--- src/rtl/instr_fetch_if.sv ---
// Instruction fetch bus bundle.
// Groups the memory request/response channel, the redirect input, the Core
// stall input and the instruction output presented to the Core IF latch.
//   master : the fetch unit (drives imem request and code outputs)
//   slave  : the environment (instruction memory + Core)
interface instr_fetch_if;
   logic        imem_req_valid;
   logic [23:0] imem_req_addr;
   logic        imem_req_ready;
   logic        imem_rsp_valid;
   logic [31:0] imem_rsp_data;
   logic        redirect;
   logic [23:0] redirect_pc;
   logic        stall;
   logic [31:0] code;
   logic [23:0] code_pc;
   logic        code_valid;

   modport master (
      output imem_req_valid, imem_req_addr, code, code_pc, code_valid,
      input  imem_req_ready, imem_rsp_valid, imem_rsp_data,
             redirect, redirect_pc, stall
   );

   modport slave (
      input  imem_req_valid, imem_req_addr, code, code_pc, code_valid,
      output imem_req_ready, imem_rsp_valid, imem_rsp_data,
             redirect, redirect_pc, stall
   );
endinterface

--- src/rtl/instr_fetch.sv ---
// Instruction fetch front end for the five-stage Core.
// Owns the fetch PC, issues in-order reads to instruction memory, buffers
// returned words with their PCs in a prefetch FIFO and presents the FIFO head
// to the Core. A redirect flushes the FIFO and marks every request still in
// flight as stale so its response is dropped on arrival.
// Ports:
//   clk    : clock, all state on posedge
//   reset  : synchronous active-low reset
//   bus    : instr_fetch_if.master (imem req/rsp, redirect, stall, code out)
module instr_fetch #(
   parameter int          FIFO_DEPTH      = 4,
   parameter int          MAX_OUTSTANDING = 2,
   parameter logic [23:0] RESET_PC        = 24'h000000,
   parameter int          PC_STEP         = 4
) (
   input  logic          clk,
   input  logic          reset,
   instr_fetch_if.master bus
);
   localparam int AW = (FIFO_DEPTH > 1) ? $clog2(FIFO_DEPTH) : 1;
   localparam int CW = $clog2(FIFO_DEPTH + 1);
   localparam int OW = $clog2(MAX_OUTSTANDING + 1);
   localparam int TW = (MAX_OUTSTANDING > 1) ? $clog2(MAX_OUTSTANDING) : 1;

   logic [23:0]   fetch_pc_q, fetch_pc_d;
   logic          started_q;
   logic [31:0]   fifo_data_q [FIFO_DEPTH];
   logic [23:0]   fifo_pc_q   [FIFO_DEPTH];
   logic [AW-1:0] rd_ptr_q, rd_ptr_d, wr_ptr_q, wr_ptr_d;
   logic [CW-1:0] count_q, count_d;
   logic [OW-1:0] outst_q, outst_d, discard_q, discard_d;
   // PCs of issued-but-unanswered requests, oldest first
   logic [23:0]   tag_q [MAX_OUTSTANDING];
   logic [TW-1:0] tag_rd_q, tag_rd_d, tag_wr_q, tag_wr_d;

   logic          req_valid, req_fire, rsp_take, fifo_push, fifo_pop, head_valid;

   // Tag queue depth need not be a power of two, so wrap explicitly.
   function automatic logic [TW-1:0] tag_inc(input logic [TW-1:0] p);
      return (int'(p) == MAX_OUTSTANDING - 1) ? '0 : p + TW'(1);
   endfunction

   always_comb begin
      // Credit rule: never have more requests in flight than free FIFO slots,
      // so a response can always be written without back-pressure.
      req_valid = reset && started_q && !bus.redirect
                  && (int'(outst_q) < MAX_OUTSTANDING)
                  && (int'(outst_q) + int'(count_q) < FIFO_DEPTH);
      req_fire  = req_valid && bus.imem_req_ready;
      // Responses with nothing outstanding are spurious and ignored.
      rsp_take  = bus.imem_rsp_valid && (outst_q != '0);
      head_valid = (count_q != '0);
      fifo_pop  = head_valid && !bus.stall;
      fifo_push = rsp_take && (discard_q == '0) && !bus.redirect;

      outst_d  = outst_q + OW'(req_fire) - OW'(rsp_take);
      // Tags stay aligned across redirects: every response pops one tag.
      tag_wr_d = req_fire ? tag_inc(tag_wr_q) : tag_wr_q;
      tag_rd_d = rsp_take ? tag_inc(tag_rd_q) : tag_rd_q;

      if (bus.redirect) begin
         fetch_pc_d = bus.redirect_pc;
         rd_ptr_d   = '0;
         wr_ptr_d   = '0;
         count_d    = '0;
         // Everything still in flight after this cycle is stale.
         discard_d  = outst_d;
      end else begin
         fetch_pc_d = req_fire ? fetch_pc_q + 24'(PC_STEP) : fetch_pc_q;
         rd_ptr_d   = fifo_pop  ? rd_ptr_q + AW'(1) : rd_ptr_q;
         wr_ptr_d   = fifo_push ? wr_ptr_q + AW'(1) : wr_ptr_q;
         count_d    = count_q + CW'(fifo_push) - CW'(fifo_pop);
         discard_d  = (rsp_take && discard_q != '0) ? discard_q - OW'(1) : discard_q;
      end
   end

   always_ff @(posedge clk) begin
      if (!reset) begin
         fetch_pc_q <= RESET_PC;
         started_q  <= 1'b0;
         rd_ptr_q   <= '0;
         wr_ptr_q   <= '0;
         count_q    <= '0;
         outst_q    <= '0;
         discard_q  <= '0;
         tag_rd_q   <= '0;
         tag_wr_q   <= '0;
      end else begin
         // Holds off the first request until the cycle after reset release.
         started_q  <= 1'b1;
         fetch_pc_q <= fetch_pc_d;
         rd_ptr_q   <= rd_ptr_d;
         wr_ptr_q   <= wr_ptr_d;
         count_q    <= count_d;
         outst_q    <= outst_d;
         discard_q  <= discard_d;
         tag_rd_q   <= tag_rd_d;
         tag_wr_q   <= tag_wr_d;
         if (req_fire) tag_q[tag_wr_q] <= fetch_pc_q;
         if (fifo_push) begin
            fifo_data_q[wr_ptr_q] <= bus.imem_rsp_data;
            fifo_pc_q[wr_ptr_q]   <= tag_q[tag_rd_q];
         end
      end
   end

   assign bus.imem_req_valid = req_valid;
   assign bus.imem_req_addr  = fetch_pc_q;
   assign bus.code_valid     = head_valid;
   // Bubble is all zeros so the Core latch sees a clean NOP-like value.
   assign bus.code           = head_valid ? fifo_data_q[rd_ptr_q] : 32'h0;
   assign bus.code_pc        = head_valid ? fifo_pc_q[rd_ptr_q]   : 24'h0;
endmodule

--- src/flat_wrapper.sv ---
// flat-port wrapper written by rule: the top's interface ports become plain ports
module instr_fetch_flat 
#(
   parameter int          FIFO_DEPTH      = 4,
   parameter int          MAX_OUTSTANDING = 2,
   parameter logic [23:0] RESET_PC        = 24'h000000,
   parameter int          PC_STEP         = 4
)
  (clk, reset, bus_imem_req_valid, bus_imem_req_addr, bus_code, bus_code_pc, bus_code_valid, bus_imem_req_ready, bus_imem_rsp_valid, bus_imem_rsp_data, bus_redirect, bus_redirect_pc, bus_stall);
  instr_fetch_if bus_i ();
  input  logic clk;
  input  logic reset;
  output wire logic [$bits(bus_i.imem_req_valid)-1:0] bus_imem_req_valid;
  output wire logic [$bits(bus_i.imem_req_addr)-1:0] bus_imem_req_addr;
  output wire logic [$bits(bus_i.code)-1:0] bus_code;
  output wire logic [$bits(bus_i.code_pc)-1:0] bus_code_pc;
  output wire logic [$bits(bus_i.code_valid)-1:0] bus_code_valid;
  input wire logic [$bits(bus_i.imem_req_ready)-1:0] bus_imem_req_ready;
  input wire logic [$bits(bus_i.imem_rsp_valid)-1:0] bus_imem_rsp_valid;
  input wire logic [$bits(bus_i.imem_rsp_data)-1:0] bus_imem_rsp_data;
  input wire logic [$bits(bus_i.redirect)-1:0] bus_redirect;
  input wire logic [$bits(bus_i.redirect_pc)-1:0] bus_redirect_pc;
  input wire logic [$bits(bus_i.stall)-1:0] bus_stall;
  assign bus_imem_req_valid = bus_i.imem_req_valid;
  assign bus_imem_req_addr = bus_i.imem_req_addr;
  assign bus_code = bus_i.code;
  assign bus_code_pc = bus_i.code_pc;
  assign bus_code_valid = bus_i.code_valid;
  assign bus_i.imem_req_ready = bus_imem_req_ready;
  assign bus_i.imem_rsp_valid = bus_imem_rsp_valid;
  assign bus_i.imem_rsp_data = bus_imem_rsp_data;
  assign bus_i.redirect = bus_redirect;
  assign bus_i.redirect_pc = bus_redirect_pc;
  assign bus_i.stall = bus_stall;
  instr_fetch #(.FIFO_DEPTH(FIFO_DEPTH), .MAX_OUTSTANDING(MAX_OUTSTANDING), .RESET_PC(RESET_PC), .PC_STEP(PC_STEP)) u_core (.clk(clk), .reset(reset), .bus(bus_i));
endmodule
--- config.mk ---
export PLATFORM = sky130hd
export DESIGN_NAME = instr_fetch_flat
export DESIGN_NICKNAME = d
export VERILOG_FILES = /design/src/rtl/instr_fetch_if.sv /design/src/rtl/instr_fetch.sv /design/src/flat_wrapper.sv
export SDC_FILE = /design/constraint.sdc
export NUM_CORES = 1
export LEC_CHECK = 0
export ABC_AREA = 0
export BUFFER_PORTS_ARGS = -buffer_cell sky130_fd_sc_hd__buf_2
export CORE_ASPECT_RATIO = 1.1
export CORE_MARGIN = 10
export CORE_UTILIZATION = 50
export CTS_BUF_LIST = sky130_fd_sc_hd__clkbuf_8
export DETAILED_ROUTE_END_ITERATION = 8
export HOLD_SLACK_MARGIN = 0.15
export MAX_ROUTING_LAYER = met4
export PLACE_DENSITY_LB_ADDON = 0.15
export SLEW_MARGIN = 40
export SYNTH_ARGS = -nofsm -noshare
export SYNTH_HDL_FRONTEND = slang
export SYNTH_SLANG_ARGS = --single-unit
--- constraint.sdc ---
create_clock -name clk -period 7.4 [get_ports clk]
set_clock_uncertainty 0.15 [all_clocks]
set_input_delay 1.11 -clock clk [delete_from_list [all_inputs] [get_ports clk]]
set_output_delay 1.11 -clock clk [all_outputs]
set_load 0.01 [all_outputs]
After elaboration in Yosys (flattened, before gate mapping)
Memory sizes are Yosys's and may differ from the RTL's. A register that Yosys moved wholly into a read port is not among the register bits.
Cells that the tools add are included.
{ "totals": {"regBits": 38, "ram_bits": 272, "input_bits": 62, "output_inout_bits": 82, "word_cells": 66, "mem_count": 3} }
{ "mem_list": {"columns": ["name", "depth", "width", "rd", "rd_ports_with_merged_regs", "write_ports", "line_no", "source"], "rows": [
  ["u_core.fifo_data_q", 4, 32, 1, 1, 1, "instr_fetch.sv:27", "logic [31:0] fifo_data_q [FIFO_DEPTH];"],
  ["u_core.fifo_pc_q", 4, 24, 1, 1, 1, "instr_fetch.sv:28", "logic [23:0] fifo_pc_q [FIFO_DEPTH];"],
  ["u_core.tag_q", 2, 24, 1, 1, 1, "instr_fetch.sv:33", "logic [23:0] tag_q [MAX_OUTSTANDING];"]
]} }
{ "op_classes": {"addsub": 11, "order_cmp": 2, "n_mux": 21, "bitwise": 1, "n_reduce_logical": 19} }
{ "op_table": {"columns": ["cell", "count"], "rows": [
  ["$mux 24", 3],
  ["$lt 32x4->1 const B", 1],
  ["$mux 32", 1],
  ["$add 24x3->24 const B", 1],
  ["$mux 2", 6],
  ["$mux 1", 11],
  ["$logic_and 1x1->1", 10],
  ["$reduce_bool 2->1", 4],
  ["$add 2x1->2 const B", 2],
  ["$add 2x3->4", 1],
  ["$add 3x1->3", 1],
  ["$reduce_bool 3->1", 1],
  ["$sub 3x1->3", 1],
  ["$add 1x1->1 const B", 2],
  ["$add 2x1->2", 1],
  ["$logic_not 1->1", 2],
  ["$logic_not 2->1", 1],
  ["$lt 2x2->1 const B", 1],
  ["$reduce_or 2->1", 1],
  ["$sub 2x1->2", 1],
  ["$sub 2x1->2 const B", 1],
  ["$not 1->1", 1]
]} }

Logic depth before layout (Yosys ltp)
Gate-level depths: netlist of the first run.
{ "depth": {"word_depth": 8, "depth_mapped": 10, "ltp_nobuf": 10} }

Worst setup path after synthesis of the first run
Ideal clock, no wire load.
{ "synth_path": {"path_type": "input-to-reg", "startpoint": "input port bus_redirect", "endpoint": "memory u_core.fifo_data_q[0][0], enable pin", "setup_time_ns": 0.420, "t_arrival_ns": 2.928, "required_time_ns": 6.830, "slack_ns": 3.902, "path_stages": 4, "n_path_buf": 0, "path_cell_list": "inv_1 > nand2_1 > nor2_1 > and2_1"} }
{ "synth_via": {"elab_chain_len": 5} }
{ "synth_lines": {"columns": ["element", "line_no", "source"], "rows": [
  ["start, declared", "flat_wrapper.sv:21", "input wire logic [$bits(bus_i.redirect)-1:0] bus_redirect;"],
  ["$logic_not 1->1", "instr_fetch.sv:54", "fifo_push = rsp_take && (discard_q == '0) && !bus.redirect;"],
  ["$logic_and 1x1->1", "instr_fetch.sv:54", null],
  ["$mux 1", "instr_fetch.sv:100", "if (fifo_push) begin"],
  ["$mux 1", "instr_fetch.sv:78", "if (!reset) begin"],
  ["$mux 1 (not written as such)", "instr_fetch.sv:101", "fifo_data_q[wr_ptr_q] <= bus.imem_rsp_data;"],
  ["end, declared", "instr_fetch.sv:27", null]
]} }
Every way passes these cells.

==> results of run 1 <==
## final cells by class
cell class / instances / share of cell area, %
multi-input cells: 332 / 22.1
well taps: 310 / 2.69
clock inverters: 39 / 2.11
inverters: 16 / 0.425
flip-flops and latches: 313 / 62.4
clock buffers: 50 / 4.77
repair buffers: 151 / 5.54
## stage by stage
stage | cell area (sq um) | utilization (%) | setup slack, ns | std cells | hold slack, ns
finish | 14400 | 59.1 | 3.50 | 1211 | 0.365
CTS | 14400 | 59.0 | 3.16 | 1211 | 0.359
floorplan | 12300 | - | 3.90 | 692 | 0.319
detailed placement | 13400 | 54.9 | 3.54 | 1122 | 0.350
global route | 14400 | 59.1 | 3.26 | 1211 | 0.377
global placement | 13400 | 54.9 | 3.58 | 1122 | 0.329
## power by group
| part | switching (W) | total (W) | internal (W) |
|---|---|---|---|
| logic | 0.000178 | 0.000323 | 0.000146 |
| clock network | 0.000637 | 0.00144 | 0.000807 |
| registers | 0.0000495 | 0.00204 | 0.00199 |
| total | 0.000864 | 0.00381 | 0.00294 |
## logic make-up after synthesis
kind of cell | count (synthesis)
flip-flops | 313
AND/OR/NAND/NOR | 166
multiplexers | 85
AO/OA/AOI/OAI | 58
buffers and inverters | 47
adder cells (fa/ha/maj) | 12
XOR/XNOR | 11
## sequential cells by signal, indices dropped and copies added, names as in the netlist, 2 cells and up, named ones only
name,cells
u_core.bus.imem_req_addr,24
u_core.tag_q,48
u_core.count_q,3
u_core.wr_ptr_q,2
u_core.fifo_pc_q,96
u_core.rd_ptr_q,2
u_core.discard_q,2
u_core.outst_q,2
u_core.fifo_data_q,128
## layer usage
layer / vias to the layer above / global-route usage [%] / share of wire (%)
li1: 3059 / - / -
met1: 3329 / 19.7 / 43
met2: 210 / 26.0 / 49
met3: 42 / 3.70 / 5.9
met4: 0 / 5.09 / 2.1
met5: - / - / 0
## worst max-delay path, cell delays in order (launching register included)
cell and delay [ns]:
dfxtp_4 0.59, buf_6 0.50, mux4_2 0.58, nor2b_1 0.17
buf_2 0.19
## final timing paths
| check | from | endpoint | slack (ns) | depth (start not counted) |
|---|---|---|---|---|
| max | flip-flop | bus_code_pc[11] | 3.50 | 4 |
| min | u_core.wr_ptr_q[1]$_SDFFE_PP0N_ | u_core.wr_ptr_q[1]$_SDFFE_PP0N_ | 0.36 | 2 |
| max reg2reg | u_core.count_q[1]$_SDFF_PP0_ | u_core.tag_q[1][18]$_DFFE_PP_ | 4.54 | 5 |
| min reg2reg | u_core.wr_ptr_q[1]$_SDFFE_PP0N_ | u_core.wr_ptr_q[1]$_SDFFE_PP0N_ | 0.36 | 2 |
## cell usage in the layout, fill, tap and decap left out, types with 3 or more instances in the layout
cell / n
o21ai_0: 7
o311ai_0: 3
nor2b_1: 57
a21oi_1: 19
mux2_2: 24
xnor2_1: 9
a221oi_1: 3
buf_2: 143
clkbuf_8: 50
nor2_1: 28
clkinv_2: 9
and3_1: 4
inv_1: 24
ha_1: 11
o22ai_1: 3
clkinv_1: 13
and4_1: 3
buf_6: 6
mux2i_1: 3
and2_2: 5
nor3_1: 5
nand3_1: 8
a31oi_1: 5
edfxtp_1: 272
clkinvlp_4: 3
dfxtp_1: 38
and2_1: 4
nor4_1: 4
bufinv_16: 5
mux4_2: 56
nand4_1: 6
nand2_1: 32
==> flow_summary.toml, run 1 <==
[yosys]
synth_top_area_cell = "edfxtp_1"
synth-seq-cells = 313
synth_warnings = 0
synth_cells = 692
synth-simple-area-share_pct = 7.49
synth.area.top_cells = "edfxtp_1 66%, mux4_2 10%, dfxtp_1 6.7%"
synth.distinct_cells = 52
synth_top_area_share_pct = 66.2
muxShareOfSynthArea_pct = 12.9
synth_most_common_cell = "edfxtp_1"
synthAdderAreaFrac_pct = 1.28
synth_top_family_by_area = "multiplexers"
synth_fp_nets = 766
synth_flop_cell = "edfxtp_1"
synth_edf_count = 272
yosysSeqAreaShare_pct = 72.9
async_reset_ff_share_pct = 0
synth_area_per_cell_sq_um = 17.8
synthXorXnorAreaFrac_pct = 0.781
netlist_area_sq_um = 12300
synth_common_cells = "272 x edfxtp_1, 57 x nor2b_1, 56 x mux4_2, 41 x dfxtp_1, 32 x nand2_1"
synth-compound-area-share_pct = 3.20

[clock_network]
holdBufCountCts = 0
cts.clk_slew.worst_paths_ns = 0.07
ctsResizeCount = 0
clock_latency_ns = 0.57
root_buffer = "clkbuf_8"
cts_setup_buffers = 0
tritoncts = "yes"
cts_made_buffers = 49
clock-sinks = 313
clk_path_buf_depth = 3
cts-htree-levels = 2

[drt]
drt-total-wl_microns = 24500
antenna_left = 0
drc_errors = 0
drt-vias-per-instance = 5.48
wl_per_cell_microns = 20.3
drt_iter0_drc = 435
dr_total_vias = 6640
first_pass_iters = 4

[setup_path]
startpoint_type = "flip-flop"
endpoint_kind = "output port"
cp_data_arrival_time_ns = 2.64
cp_data_required_time_ns = 6.14
worst-setup-path-type = "reg -> out"
path_max_fanout = 38

[cells_and_area]
fillCellCount = 1849
regArea_sq_um = 8990
nets = 937
n_antenna_cell = 0
multiInputGateArea_sq_um = 3180
drive_gt1_share_pct = 35.2
area_growth_pct = 16.8

[power]
power.leakage_nw = 5.01
power.density_nw_per_um2 = 264
peakVddDrop_mv = 0.145
p_total_w = 0.00381

[sta]
worstMarginPinSlew_ns = 0.781
period_needed_ns = 3.90
setup_tns_ns = 0
maxSlewViolCount = 0
maxClockFrequency_ghz = 0.256
setup_viol = 0
hold_violations = 0
period_share_pct = 52.8
max_slew_margin_pct = 47.6
grt_setup_unrepaired = "no"

[global_route]
grt_pass1_vias = 7137
grt_pass1_wl_microns = 38500
grt_start_max_net_pins = 58
antenna_found_initial = 0
grt_remaining_overflow = 0
grt_usage_pct = 16.0

[floorplan]
ios = 144
fp.dieH_microns = 185
die_area_sq_um = 31400
initial_core_util_pct = 50.6
core_area_sq_um = 24400
die_width_microns = 170
rows = 60

[placed_design]
numPortBuffers = 143
hpwl_microns = 15000
finalWeightedCongestion = 0.850

[worst_hold_path]
min-delay-path-class = "reg -> reg"

[run_status]
outcome = "complete, no violations"

[flow_run]
drv_cap = 0
(Power assumes the default switching activity.)
==> inputs of run 2 (changes only) <==
==> constraint.sdc (replaced) <==
create_clock -name clk -period 3.55 [get_ports clk]
set_clock_uncertainty 0.15 [all_clocks]
set_input_delay 0.5325 -clock clk [delete_from_list [all_inputs] [get_ports clk]]
set_output_delay 0.5325 -clock clk [all_outputs]
set_load 0.01 [all_outputs]
==> flow_summary.toml, run 2 (same netlist as run 1, synthesis figures left out) <==
[floorplan]
rows = 60
ios = 144
die_area_sq_um = 31400
initial_core_util_pct = 50.6
die_width_microns = 170
fp.dieH_microns = 185
core_area_sq_um = 24400

[power]
p_total_w = 0.00777
internal_power_w = 0.00593
p_seq_share_pct = 54.7
swShare_pct = 23.7
net-switching-power_w = 0.00184
peakVddDrop_mv = 0.291
power_frac_clock_pct = 35.7
p_comb_share_pct = 9.6
power.density_nw_per_um2 = 516
power.leakage_nw = 5.30

[drt]
wl_per_cell_microns = 19.9
drt_iter0_drc = 435
drc_errors = 0
first_pass_iters = 5
drt-total-wl_microns = 25400
drt-vias-per-instance = 5.42
dr_total_vias = 6937
antenna_left = 0

[sta]
maxClockFrequency_ghz = 0.333
period_share_pct = 84.6
setup_viol = 0
period_needed_ns = 3.00
fin_hold_ws_ns = 0.242
setup_tns_ns = 0
hold_violations = 0
grt_setup_unrepaired = "no"
worstMarginPinSlew_ns = 0.832
maxSlewViolCount = 0
max_slew_margin_pct = 44.2

[global_route]
grt_pass1_wl_microns = 41000
grt_remaining_overflow = 0
grt_start_max_net_pins = 58
grt_pass1_vias = 7486
antenna_found_initial = 0
grt_usage_pct = 17.0

[placed_design]
hpwl_microns = 16100
finalWeightedCongestion = 0.881
numPortBuffers = 143

[cells_and_area]
post-route-util_pct = 61.7
final_common_cell = "edfxtp_1"
nets = 1003
largest-register = "u_core.fifo_data_q"
largestRegisters = "u_core.fifo_data_q (128), u_core.fifo_pc_q (96), u_core.tag_q (48)"
n_antenna_cell = 0
mostFrequentLayoutCells = "272 x edfxtp_1, 143 x buf_2, 57 x nor2b_1, 57 x dlygate4sd3_1, 56 x mux4_2"
largest_reg_flops = 128
drive_gt1_share_pct = 33.4
area_growth_pct = 22.1

[clock_network]
clock_latency_ns = 0.56
holdBufCountCts = 57
root_buffer = "clkbuf_8"
tritoncts = "yes"
cts.clk_slew.worst_paths_ns = 0.06
cts_setup_buffers = 0
ctsResizeCount = 0
clock-sinks = 313
cts_made_buffers = 48
clk_path_buf_depth = 3
cts-htree-levels = 2

[setup_path]
r2r_cells = 9
startpoint_type = "flip-flop"
cp_num_buf_inv = 2
cp_data_required_time_ns = 2.87
slowest_delay_ns = 0.61
endpoint_kind = "output port"
cp_data_arrival_time_ns = 2.32
crit_cells = 4
path_cells = "buf_4 > mux4_2 > nor2b_1 > buf_2"
worst-setup-path-type = "reg -> out"
path_max_fanout = 20
critPathTopFamily = "flip-flops"
cpMaxStageDelayCell = "dfxtp_4"
r2r_setup_slack_ns = 0.92

[run_status]
outcome = "complete, no violations"

[flow_run]
drv_cap = 0

[worst_hold_path]
min_delay_path_depth = 4
min-delay-path-class = "in -> reg"
run 2: path summary, 6_finish.rpt:
kind,startpoint,to
worst min register to register,u_core.wr_ptr_q[1]$_SDFFE_PP0N_,u_core.wr_ptr_q[1]$_SDFFE_PP0N_
worst min-delay path,bus_stall,flip-flop
worst max-delay path,flip-flop,bus_code_pc[10]
worst max register to register,u_core.count_q[1]$_SDFF_PP0_,u_core.discard_q[1]$_SDFFE_PN0P_
run 2: power groups by stage:
stage,sequential [W],combinational (W),clock [W]
floorplan,0.00428,0.000470,0
global placement,0.00432,0.000684,0
detailed placement,0.00433,0.000705,0
CTS,0.00425,0.000758,0.00285
global route,0.00427,0.000826,0.00302
finish,0.00425,0.000745,0.00277
run 2: worst min-delay path: stages:
cell     delay [ns]
buf_2          0.09
nor2_1         0.07
xnor2_1        0.14
nor2_1         0.07
run 2: layout make-up:
type | instances | area (sq um)
Timing Repair Buffer | 218 | 1530
Multi-Input combinational cell | 332 | 3180
Tap cell | 310 | 388
Clock inverter | 42 | 243
Clock buffer | 48 | 661
Inverter | 16 | 61.3
Fill cell | 1762 | 9340
Sequential cell | 313 | 8990
run 2: through the flow:
| stage | std cells | worst slack, ns | instance area [sq um] |
|---|---|---|---|
| 3_5_place_dp | 1132 | 0.948 | 13600 |
| 3_3_place_gp | 1132 | 0.981 | 13600 |
| 4_1_cts | 1279 | 0.449 | 15100 |
| 2_1_floorplan | 692 | 0.570 | 12300 |
| 6_report | 1279 | 0.548 | 15100 |
| 5_1_grt | 1279 | 0.376 | 15100 |
run 2: layer usage:
layer / GRT usage (%) / routed length, microns / vias to the layer above
met3: 3.64 / 1540 / 44
met2: 26.8 / 12300 / 243
met1: 21.7 / 11100 / 3448
met5: - / 0 / -
li1: - / - / 3202
met4: 5.44 / 523 / 0
==> inputs of run 3 (changes only) <==
==> constraint.sdc (replaced) <==
create_clock -name clk -period 3 [get_ports clk]
set_clock_uncertainty 0.15 [all_clocks]
set_input_delay 0.45 -clock clk [delete_from_list [all_inputs] [get_ports clk]]
set_output_delay 0.45 -clock clk [all_outputs]
set_load 0.01 [all_outputs]
==> flow_summary.toml, run 3 (same netlist as run 1, synthesis figures left out) <==
[drt]
drt-vias-per-instance = 5.40
drt-total-wl_microns = 26400
drc_errors = 0
dr_total_vias = 7059
drt_iter0_drc = 475
antenna_left = 0
first_pass_iters = 4
wl_per_cell_microns = 20.2

[setup_path]
timing.rr.end = "u_core.tag_q[1][17]$_DFFE_PP_"
reg2reg_from = "u_core.count_q[1]$_SDFF_PP0_"
worst-setup-path-type = "reg -> out"
r2r_cells = 6
path_max_fanout = 19
startpoint_type = "flip-flop"
r2r_setup_slack_ns = 0.35
cp_data_arrival_time_ns = 2.24
cp_data_required_time_ns = 2.40
endpoint_kind = "output port"

[power]
power_frac_clock_pct = 34.9
peakVddDrop_mv = 0.301
p_seq_share_pct = 54.6
power.density_nw_per_um2 = 594
net-switching-power_w = 0.00214
swShare_pct = 23.4
internal_power_w = 0.00701
power.leakage_nw = 5.52
p_comb_share_pct = 10.5

[global_route]
grt_start_max_net_pins = 58
grt_usage_pct = 17.5
grt_pass1_vias = 7637
antenna_found_initial = 0
grt_remaining_overflow = 0
grt_pass1_wl_microns = 42000

[worst_hold_path]
hold_path_startpoint = "bus_stall"
hold_path_end = "u_core.rd_ptr_q[0]$_SDFFE_PP0P_"
min-delay-path-class = "in -> reg"
min_delay_path_depth = 4

[cells_and_area]
largestRegisters = "u_core.fifo_data_q (128), u_core.fifo_pc_q (96), u_core.tag_q (48)"
largest_reg_flops = 128
mostFrequentLayoutCells = "272 x edfxtp_1, 143 x buf_2, 58 x dlygate4sd3_1, 57 x nor2b_1, 56 x mux4_2"
nets = 1034
area_growth_pct = 24.9
final_common_cell = "edfxtp_1"
post-route-util_pct = 63.2
largest-register = "u_core.fifo_data_q"
final_cells = 1308
drive_gt1_share_pct = 34.6
n_antenna_cell = 0
fillCellCount = 1745

[clock_network]
cts.clk_slew.worst_paths_ns = 0.06
clk_path_buf_depth = 3
cts_made_buffers = 49
clock_latency_ns = 0.55
ctsResizeCount = 0
tritoncts = "yes"
clock-sinks = 313
root_buffer = "clkbuf_8"
cts-htree-levels = 2

[sta]
setup_tns_ns = 0
hold_violations = 0
max_slew_margin_pct = 51.9
grt_setup_unrepaired = "no"
period_share_pct = 94.6
worstMarginPinSlew_ns = 0.722
fin_hold_ws_ns = 0.199
setup_viol = 0
maxClockFrequency_ghz = 0.352
period_needed_ns = 2.84
maxSlewViolCount = 0

[placed_design]
numPortBuffers = 143
dp_cells = 1149
hpwl_microns = 17500
finalWeightedCongestion = 0.853

[run_status]
outcome = "complete, no violations"

[flow_run]
drv_cap = 0

[floorplan]
initial_core_util_pct = 50.6
die_area_sq_um = 31400
core_area_sq_um = 24400
fp.dieH_microns = 185
rows = 60
die_width_microns = 170
ios = 144
==> run 3: cell types whose count changed in the layout (fill, tap and decap cells not counted), moves of 3 or more <==
| cell | delta |
|---|---|
| inv_1 | +12 |
| buf_4 | +17 |
| clkbuf_8 | +3 |
| clkinv_1 | -6 |
| buf_12 | +12 |
| clkinv_2 | -7 |
| inv_6 | -3 |
==> run 3: worst max-delay path: stages, from the launching register on <==
cell	delay, ns
dfxtp_2	0.73
buf_4	0.30
mux4_2	0.29
nor2b_1	0.17
buf_2	0.19
==> run 3: final cells by class <==
class | count | area (sq um) | area share (%)
clock buffers | 51 | 702 | 4.55
clock inverters | 38 | 178 | 1.15
inverters | 16 | 61.3 | 0.398
multi-input cells | 332 | 3180 | 20.6
flip-flops and latches | 313 | 8990 | 58.4
well taps | 310 | 388 | 2.52
repair buffers | 248 | 1910 | 12.4
==> run 3: per-layer routing <==
layer	global-route usage, %	share of wire, %
met1	22.4	43
met2	27.9	49
met3	3.72	5.9
met4	4.32	1.5
met5	-	0
==> run 3: timing repair <==
| action | CTS | global route |
|---|---|---|
| setup buffers | 0 | 12 |
| endpoints found under the hold margin | 158 | 0 |
| endpoints found under the setup margin | 0 | 16 |
| hold buffers | 58 | 0 |
==> run 3: how the worst max path moves through the flow <==
stage | to | slack, ns | cells after the start
6_report | bus_code_pc[4] | 0.16 | 4
5_1_grt | bus_code_pc[4] | 0.04 | 4
4_1_cts | bus_code[18] | 0.02 | 4
3_5_place_dp | u_core.discard_q[1]$_SDFFE_PN0P_ | 0.34 | 9
3_3_place_gp | u_core.tag_q[1][20]$_DFFE_PP_ | 0.45 | 6
2_1_floorplan | u_core.tag_q[0][0]$_DFFE_PP_ | 0.02 | 5
==> run 3: through the flow <==
| stage | cell area (sq um) | total power [W] | setup WS (ns) |
|---|---|---|---|
| after global placement | 13800 | 0.00596 | 0.447 |
| after CTS | 15300 | 0.00925 | 0.0245 |
| after global routing | 15400 | 0.00955 | 0.0408 |
| after detailed placement | 13800 | 0.00599 | 0.337 |
| after floorplan | 12300 | 0.00562 | 0.0200 |
| final | 15400 | 0.00915 | 0.161 |
==> run 3: power groups by stage <==
stage	Sequential, W	Clock [W]	Combinational [W]
floorplan	0.00507	0	0.000556
global placement	0.00508	0	0.000879
detailed placement	0.00508	0	0.000908
CTS	0.00499	0.00329	0.000972
global route	0.00500	0.00349	0.00106
finish	0.00499	0.00319	0.000962
